### src/rtl/fir_mac_sequencer_if.sv
// Sample/result handshake and coefficient-write bus for fir_mac_sequencer.
// dbg_state mirrors the sequencer FSM (0 = IDLE, 1 = MAC, 2 = OUT).
interface fir_mac_sequencer_if #(
  parameter int WL = 32
);
  logic [WL-1:0] xin;
  logic          in_valid;
  logic          in_ready;
  logic [WL-1:0] yout;
  logic          out_valid;
  logic          out_ready;
  logic          busy;
  logic          coef_we;
  logic [1:0]    coef_addr;
  logic [WL-1:0] coef_wdata;
  logic [1:0]    dbg_state;

  // Handshakes: a transfer happens at a rising edge where valid && ready;
  // yout is held stable while out_valid is high and out_ready is low.
  modport master (
    output xin, in_valid, out_ready, coef_we, coef_addr, coef_wdata,
    input  in_ready, yout, out_valid, busy, dbg_state
  );

  modport slave (
    input  xin, in_valid, out_ready, coef_we, coef_addr, coef_wdata,
    output in_ready, yout, out_valid, busy, dbg_state
  );
endinterface

### src/rtl/fir_mac_sequencer.sv
// 3-tap FIR using one shared multiply-accumulate, sequenced over three cycles.
// Define FIR_COEF_WR_EN to make coefficients writable while IDLE.
module fir_mac_sequencer #(
  parameter int WL = 32,
  parameter int H0 = -3,
  parameter int H1 = 3,
  parameter int H2 = 5
) (
  input logic                  CLK,
  input logic                  rst,
  fir_mac_sequencer_if.slave   bus
);
  typedef enum logic [1:0] {
    S_IDLE = 2'd0,
    S_MAC  = 2'd1,
    S_OUT  = 2'd2
  } state_t;

  localparam logic signed [WL-1:0] H0_W = WL'(H0);
  localparam logic signed [WL-1:0] H1_W = WL'(H1);
  localparam logic signed [WL-1:0] H2_W = WL'(H2);

  state_t state, state_nx;
  logic signed [WL-1:0] x0, x1, x2;
  logic signed [WL-1:0] c0, c1, c2;
  logic signed [WL-1:0] acc, yout_q;
  logic signed [WL-1:0] c_sel, x_sel, prod, sum;
  logic [1:0] tap;
  logic in_hs, out_hs;

  always_comb begin
    in_hs    = (state == S_IDLE) && bus.in_valid;
    out_hs   = (state == S_OUT) && bus.out_ready;
    state_nx = state;
    case (state)
      S_IDLE:  if (in_hs) state_nx = S_MAC;
      S_MAC:   if (tap == 2'd2) state_nx = S_OUT;
      S_OUT:   if (out_hs) state_nx = S_IDLE;
      default: state_nx = S_IDLE;
    endcase
  end

  // Products and sums wrap to WL bits; no saturation.
  always_comb begin
    c_sel = c2;
    x_sel = x2;
    case (tap)
      2'd0:    begin c_sel = c0; x_sel = x0; end
      2'd1:    begin c_sel = c1; x_sel = x1; end
      default: begin c_sel = c2; x_sel = x2; end
    endcase
    prod = c_sel * x_sel;
    sum  = acc + prod;
  end

  always_ff @(posedge CLK) begin
    if (rst) begin
      state  <= S_IDLE;
      x0     <= '0;
      x1     <= '0;
      x2     <= '0;
      acc    <= '0;
      tap    <= '0;
      yout_q <= '0;
    end else begin
      state <= state_nx;
      if (in_hs) begin
        x2  <= x1;
        x1  <= x0;
        x0  <= bus.xin;
        acc <= '0;
        tap <= '0;
      end else if (state == S_MAC) begin
        acc <= sum;
        if (tap == 2'd2) begin
          tap    <= '0;
          yout_q <= sum;
        end else begin
          tap <= tap + 2'd1;
        end
      end
    end
  end

`ifdef FIR_COEF_WR_EN
  always_ff @(posedge CLK) begin
    if (rst) begin
      c0 <= H0_W;
      c1 <= H1_W;
      c2 <= H2_W;
    end else if ((state == S_IDLE) && bus.coef_we) begin
      case (bus.coef_addr)
        2'd0:    c0 <= bus.coef_wdata;
        2'd1:    c1 <= bus.coef_wdata;
        2'd2:    c2 <= bus.coef_wdata;
        default: ;
      endcase
    end
  end
`else
  assign c0 = H0_W;
  assign c1 = H1_W;
  assign c2 = H2_W;

  // Write port is kept for pin compatibility but has no effect in this build.
  logic unused_coef;
  assign unused_coef = ^{bus.coef_we, bus.coef_addr, bus.coef_wdata};
`endif

  assign bus.in_ready  = (state == S_IDLE);
  assign bus.out_valid = (state == S_OUT);
  assign bus.busy      = (state != S_IDLE);
  assign bus.yout      = yout_q;
  assign bus.dbg_state = state;
endmodule

### src/flat_wrapper.sv
// flat-port wrapper written by rule: the top's interface ports become plain ports
module fir_mac_sequencer_flat 
#(
  parameter int WL = 32,
  parameter int H0 = -3,
  parameter int H1 = 3,
  parameter int H2 = 5
)
  (CLK, rst, bus_xin, bus_in_valid, bus_out_ready, bus_coef_we, bus_coef_addr, bus_coef_wdata, bus_in_ready, bus_yout, bus_out_valid, bus_busy, bus_dbg_state);
  fir_mac_sequencer_if #(.WL(WL)) bus_i ();
  input logic CLK;
  input logic rst;
  input wire logic [$bits(bus_i.xin)-1:0] bus_xin;
  input wire logic [$bits(bus_i.in_valid)-1:0] bus_in_valid;
  input wire logic [$bits(bus_i.out_ready)-1:0] bus_out_ready;
  input wire logic [$bits(bus_i.coef_we)-1:0] bus_coef_we;
  input wire logic [$bits(bus_i.coef_addr)-1:0] bus_coef_addr;
  input wire logic [$bits(bus_i.coef_wdata)-1:0] bus_coef_wdata;
  output wire logic [$bits(bus_i.in_ready)-1:0] bus_in_ready;
  output wire logic [$bits(bus_i.yout)-1:0] bus_yout;
  output wire logic [$bits(bus_i.out_valid)-1:0] bus_out_valid;
  output wire logic [$bits(bus_i.busy)-1:0] bus_busy;
  output wire logic [$bits(bus_i.dbg_state)-1:0] bus_dbg_state;
  assign bus_i.xin = bus_xin;
  assign bus_i.in_valid = bus_in_valid;
  assign bus_i.out_ready = bus_out_ready;
  assign bus_i.coef_we = bus_coef_we;
  assign bus_i.coef_addr = bus_coef_addr;
  assign bus_i.coef_wdata = bus_coef_wdata;
  assign bus_in_ready = bus_i.in_ready;
  assign bus_yout = bus_i.yout;
  assign bus_out_valid = bus_i.out_valid;
  assign bus_busy = bus_i.busy;
  assign bus_dbg_state = bus_i.dbg_state;
  fir_mac_sequencer #(.WL(WL), .H0(H0), .H1(H1), .H2(H2)) u_core (.CLK(CLK), .rst(rst), .bus(bus_i));
endmodule
### config.mk
export PLATFORM = sky130hd
export DESIGN_NAME = fir_mac_sequencer_flat
export DESIGN_NICKNAME = d
export VERILOG_FILES = /design/src/rtl/fir_mac_sequencer_if.sv /design/src/rtl/fir_mac_sequencer.sv /design/src/flat_wrapper.sv
export SDC_FILE = /design/constraint.sdc
export NUM_CORES = 1
export LEC_CHECK = 0
export CAP_MARGIN = 20
export CORE_ASPECT_RATIO = 1.4
export CORE_MARGIN = 2
export CORE_UTILIZATION = 62
export CTS_CLUSTER_DIAMETER = 50
export DETAILED_ROUTE_END_ITERATION = 12
export GPL_TIMING_DRIVEN = 0
export PLACE_DENSITY = 0.83
export SLEW_MARGIN = 20
export SYNTH_ARGS = -nofsm -noshare
export SYNTH_HDL_FRONTEND = slang
export SYNTH_SLANG_ARGS = --single-unit
### constraint.sdc
create_clock -name CLK -period 10.88 [get_ports CLK]
set_input_delay 1.088 -clock CLK [delete_from_list [all_inputs] [get_ports CLK]]
set_output_delay 1.088 -clock CLK [all_outputs]
set_load 0.02 [all_outputs]
==> flow_summary.toml, run 1 <==
[status]
status = "finished clean"

[layout]
syn_to_final_growth_pct = 10.3
final_area_um2 = 18900
utilization_pct = 69.9
fin_nets = 2550
drive_gt1_share_pct = 2.96

[synth]
avgSynthCellArea_um2 = 8.74
syn_inst = 1956
synth_largest_area_cell = "fa_1"
ys_warn_count = 0
ys_types = 54
yosysSeqAreaShare_pct = 19.2
synthesis.nets = 2459
yosys-top-cells-area = "fa_1, dfxtp_1, ha_1"
ys_ff_latch = 164
synth_top_area_share_pct = 32.1
syn-cell-area_um2 = 17100

[timing]
maxSlewViolCount = 0
skew_ns = 0.0150
rsz0062_at_grt = "false"
fmax_ghz = 0.0951
whs_ns = 0.454
fin_crit_ns = 10.52
hold_viol = 0
setup_viol = 0
timing.slew.headroom_pct = 37.8
tightest_slew_ns = 0.933
post-route-period-util_pct = 96.7

[floorplanning]
fp-row-count = 71
floorplan.initialDensity_pct = 63.3
die_x_um = 144
die_area_um2 = 28900
die_h_um = 200
io_pins = 108
design.core.area_um2 = 27000

[clock_tree]
cts_resized = 0
cts.sinks = 164
post_cts_buffers = 0
cts_htree_levels = 4
path_clk_slew_ns = 0.07
clockRootBuffer = "clkbuf_16"
clk_latency_ns = 0.47
cts_hold_buf = 0
clk_path_buf_depth = 2
numCtsBuffers = 17
cts_tree = "done"

[worst_setup_path]
crit_arrival_ns = 10.89
cpMaxStageDelayCell = "fa_2"
max_stage_delay_ns = 1.04
cp_max_fo = 15
end_kind = "flop"
path_class = "reg -> reg"
crit_required_ns = 11.25
start_kind = "flop"

[routing]
vias = 13400
drtPass1Iterations = 6
remaining_drc_errors = 0
drt-total-wl_mm = 43.9
wl_per_cell_um = 18.1
antenna_left = 0
drtIter0Drc = 894
vias_per_cell = 5.54

[global_routing]
grt_pass1_wl_mm = 70.1
grt_max_degree = 28
grt_util_all_layers_pct = 31.9
antenna_found_initial = 1
grt_overflow = 0
grt_pass1_vias = 14200

[placement]
dpl.hpwl_mm = 35.8
placed_cell_area_um2 = 18300
io_buffer_count = 71
gp_congestion = 0.968

[worst_hold_path]
hp-class = "reg -> reg"

[run]
max_cap_violations = 0
path summary, 6_finish.rpt:
kind,start,end,slack (ns),depth (start not counted)
worst max-delay path,u_core.tap[1],u_core.acc[31],0.36,32
worst min-delay path,u_core.bus.yout[8],u_core.bus.yout[8],0.45,2
worst max register to register,u_core.tap[1],u_core.acc[31],0.36,32
worst min register to register,u_core.bus.yout[8],u_core.bus.yout[8],0.45,2
cells in the mapped netlist (all sizes together):
master	instances
a21o	12
nand3	9
a21bo	1
dfxtp	164
o31ai	3
xor2	13
a21boi	2
or2	3
mux2i	27
buf	10
nand2	398
xnor2	51
nand3b	1
nor2b	5
nor2	39
a31o	1
nand4	1
o211ai	2
a211oi	6
o2111ai	2
a31oi	4
o41a	1
o21bai	6
o21a	6
o2111a	1
and4	1
a21oi	200
o41ai	1
or3	1
a2111oi	1
nor3b	1
o211a	1
and2	26
clkbuf	63
ha	158
and3	2
nand2b	9
nor3	7
dlymetal6s2s	1
o21ai	33
inv	409
fa	274
cells by family (layout without fill, tap and decap cells):
kind of cell | after synthesis | count (layout) | synth area share, %
other cells | 0 | 1 | 0
flops | 164 | 164 | 19.2
xor+xnor | 64 | 64 | 3.28
fa+ha+maj | 432 | 432 | 43.7
buf+inv | 483 | 587 | 10.9
simple gates | 503 | 503 | 11.9
compound gates | 283 | 283 | 9.43
mux | 27 | 27 | 1.58
per-stage QoR:
step / TNS [ns] / setup WS [ns] / cells
after detailed placement: 0 / 0.640 / 2393
after global routing: 0 / 0.0734 / 2425
after CTS: 0 / 0.628 / 2425
final: 0 / 0.360 / 2426
after floorplan: 0 / 1.92 / 1956
after global placement: -0.0641 / -0.0386 / 2392
critical path, delay by kind of cell, from the launching register on:
| family | cells | cell delay [ns] |
|---|---|---|
| AO/OA/AOI/OAI | 8 | 1.80 |
| XOR/XNOR | 1 | 0.18 |
| adder cells (fa/ha/maj) | 9 | 5.06 |
| buffers and inverters | 11 | 2.60 |
| flip-flops | 1 | 0.31 |
| AND/OR/NAND/NOR | 3 | 0.46 |
cells in the final DEF (no fill, tap or decap), drive strengths merged, types with 2 or more instances in the layout:
cell           instances
clkbuf                82
and2                  26
a21oi                200
a21boi                 2
nand3                  9
nand2                398
o21a                   6
a31oi                  4
clkinv                 3
a21o                  12
fa                   274
nand2b                 9
a211oi                 6
and3                   2
or2                    3
o21ai                 33
nor3                   7
o21bai                 6
o31ai                  3
xor2                  13
inv                  419
xnor2                 51
ha                   158
nor2b                  5
o2111ai                2
buf                   11
clkdlybuf4s50         71
nor2                  39
mux2i                 27
dfxtp                164
o211ai                 2
state kept, by name (all words and copies together), names as in the netlist:
name	count
u_core.tap	2
u_core.x2	32
u_core.x1	32
u_core.bus.dbg_state	2
u_core.x0	32
u_core.acc	32
u_core.bus.yout	32
final cells by class:
type / instances / area [um^2]
timing repair buffer: 72 / 731
antenna: 1 / 2.50
fill: 2054 / 8140
sequential: 164 / 3280
inverter: 409 / 1540
multi-input combinational: 1309 / 12000
tap: 365 / 457
clock buffer: 19 / 443
buffer: 74 / 332
clock inverter: 13 / 131
routing by layer:
metal / track usage [%] / vias to the layer above / share of wire (%)
li1: - / 6136 / -
met1: 34.8 / 6652 / 34
met2: 56.4 / 481 / 54
met3: 5.65 / 169 / 5.6
met4: 19.7 / 0 / 6.6
met5: 0 / - / 0
Power of run 1 is not shown: default switching activity piles up to over one toggle a cycle in this logic, so the estimate is an artifact.
==> run 2: changes to the inputs <==
Settings changed: CTS_CLUSTER_DIAMETER 50 to 40.
==> results of run 2 <==
The final DEF is identical to that of run 1; final timing and power are the same.
Power of run 2 is left out for the same reason.
==> run 3: changes to the inputs <==
Settings changed: SETUP_SLACK_MARGIN set to 0.4.
==> run 3 against run 2 <==
Worst setup slack better by 0.42 ns. Global-route usage stayed put. Critical path depth stayed put. Clock-buffer cell count stayed put. Cell area hardly changed. Final cell count hardly changed. Worst hold slack hardly changed. Register-to-register slack better by 0.42 ns. Via count hardly changed. Sequential cell count stayed put. Clock skew hardly changed.
==> flow_summary.toml, run 3 (synthesis results as in run 1) <==
[floorplanning]
fp-row-count = 71
design.core.area_um2 = 27000
io_pins = 108
die_area_um2 = 28900
die_x_um = 144
floorplan.initialDensity_pct = 63.3
die_h_um = 200

[global_routing]
grt_max_degree = 28
antenna_found_initial = 1
grt_pass1_wl_mm = 70.1
grt_util_all_layers_pct = 31.9
grt_pass1_vias = 14200
grt_overflow = 0

[worst_setup_path]
end_kind = "flop"
rrSetupSlack_ns = 0.78
path_delay_family = "adder cells"
crit_buf_inv = 11
max_stage_delay_ns = 0.69
crit_required_ns = 11.25
cpMaxStageDelayCell = "fa_2"
path_class = "reg -> reg"
start_kind = "flop"
cp_max_fo = 15
crit_arrival_ns = 10.48

[timing]
maxSlewViolCount = 0
setup_viol = 0
fin_crit_ns = 10.10
hold_viol = 0
post-route-period-util_pct = 92.9
timing.slew.headroom_pct = 38.5
tightest_slew_ns = 0.923
fmax_ghz = 0.0990
rsz0062_at_grt = "false"
skew_ns = 0.0146

[routing]
drtIter0Drc = 926
drtPass1Iterations = 5
vias = 13400
drt-total-wl_mm = 43.9
antenna_left = 0
vias_per_cell = 5.53
wl_per_cell_um = 18.1
remaining_drc_errors = 0

[clock_tree]
clk_path_buf_depth = 2
cts.sinks = 164
clockRootBuffer = "clkbuf_16"
path_clk_slew_ns = 0.07
cts_htree_levels = 4
clk_latency_ns = 0.47
cts_hold_buf = 0
cts_tree = "done"
numCtsBuffers = 17

[layout]
most-common-layout-cells = "inv_1, nand2_1, fa_1"
syn_to_final_growth_pct = 10.4
nFillCells = 2051
layout.area.seq_um2 = 3280
layout_commonest_cell = "inv_1"
fin_nets = 2551
multi_input_area_um2 = 12000
utilization_pct = 69.9
drive_gt1_share_pct = 3.06
final_area_um2 = 18900

[placement]
dpl.hpwl_mm = 35.8
gp_congestion = 0.968
io_buffer_count = 71
placed_cell_area_um2 = 18300

[run]
max_cap_violations = 0

[status]
status = "finished clean"

[worst_hold_path]
hp-class = "reg -> reg"
==> run 3: changes by cell type in the layout (fill, tap and decap cells not counted), sizes merged <==
cell / before / now
buf: 11 / 12
==> run 3: timing repair <==
item,in CTS,in global routing
buffers inserted,0,1
setup endpoints to repair,0,10
resized for setup,0,1
==> run 3: stage by stage <==
stage,hold WS [ns],setup TNS [ns],setup slack [ns],cells
floorplan,0.430,0,1.92,1956
global route,0.468,0,0.455,2426
global placement,0.441,-0.0641,-0.0386,2392
CTS,0.456,0,0.628,2425
finish,0.454,0,0.775,2427
detailed placement,0.446,0,0.640,2393
==> run 3: metal layers <==
layer / wire length [um] / up-vias / GRT usage [%]
li1: - / 6127 / -
met1: 14900 / 6645 / 34.8
met2: 23700 / 494 / 56.4
met3: 2480 / 167 / 5.65
met4: 2830 / 0 / 19.7
met5: 0 / - / 0
==> run 3: worst paths after layout <==
path | from | end | cells after the start
worst max-delay path | u_core.tap[1] | u_core.acc[31] | 32
worst min-delay path | u_core.bus.yout[8] | u_core.bus.yout[8] | 2
worst max register to register | u_core.tap[1] | u_core.acc[31] | 32
worst min register to register | u_core.bus.yout[8] | u_core.bus.yout[8] | 2
==> run 3: area by class of cell <==
cell class,count,area share (%)
well taps,365,2.42
multi-input cells,1309,63.3
diodes,1,0.0133
inverters,409,8.13
clock inverters,13,0.696
clock buffers,19,2.35
flip-flops and latches,164,17.4
repair buffers,73,3.91
plain buffers,74,1.76
==> run 3: tightest hold or removal path, stage by stage, from the launching register on <==
cell,delay (ns)
dfxtp_1,0.31
nand2_1,0.05
a21oi_1,0.05
Power of run 3 is left out for the same reason.
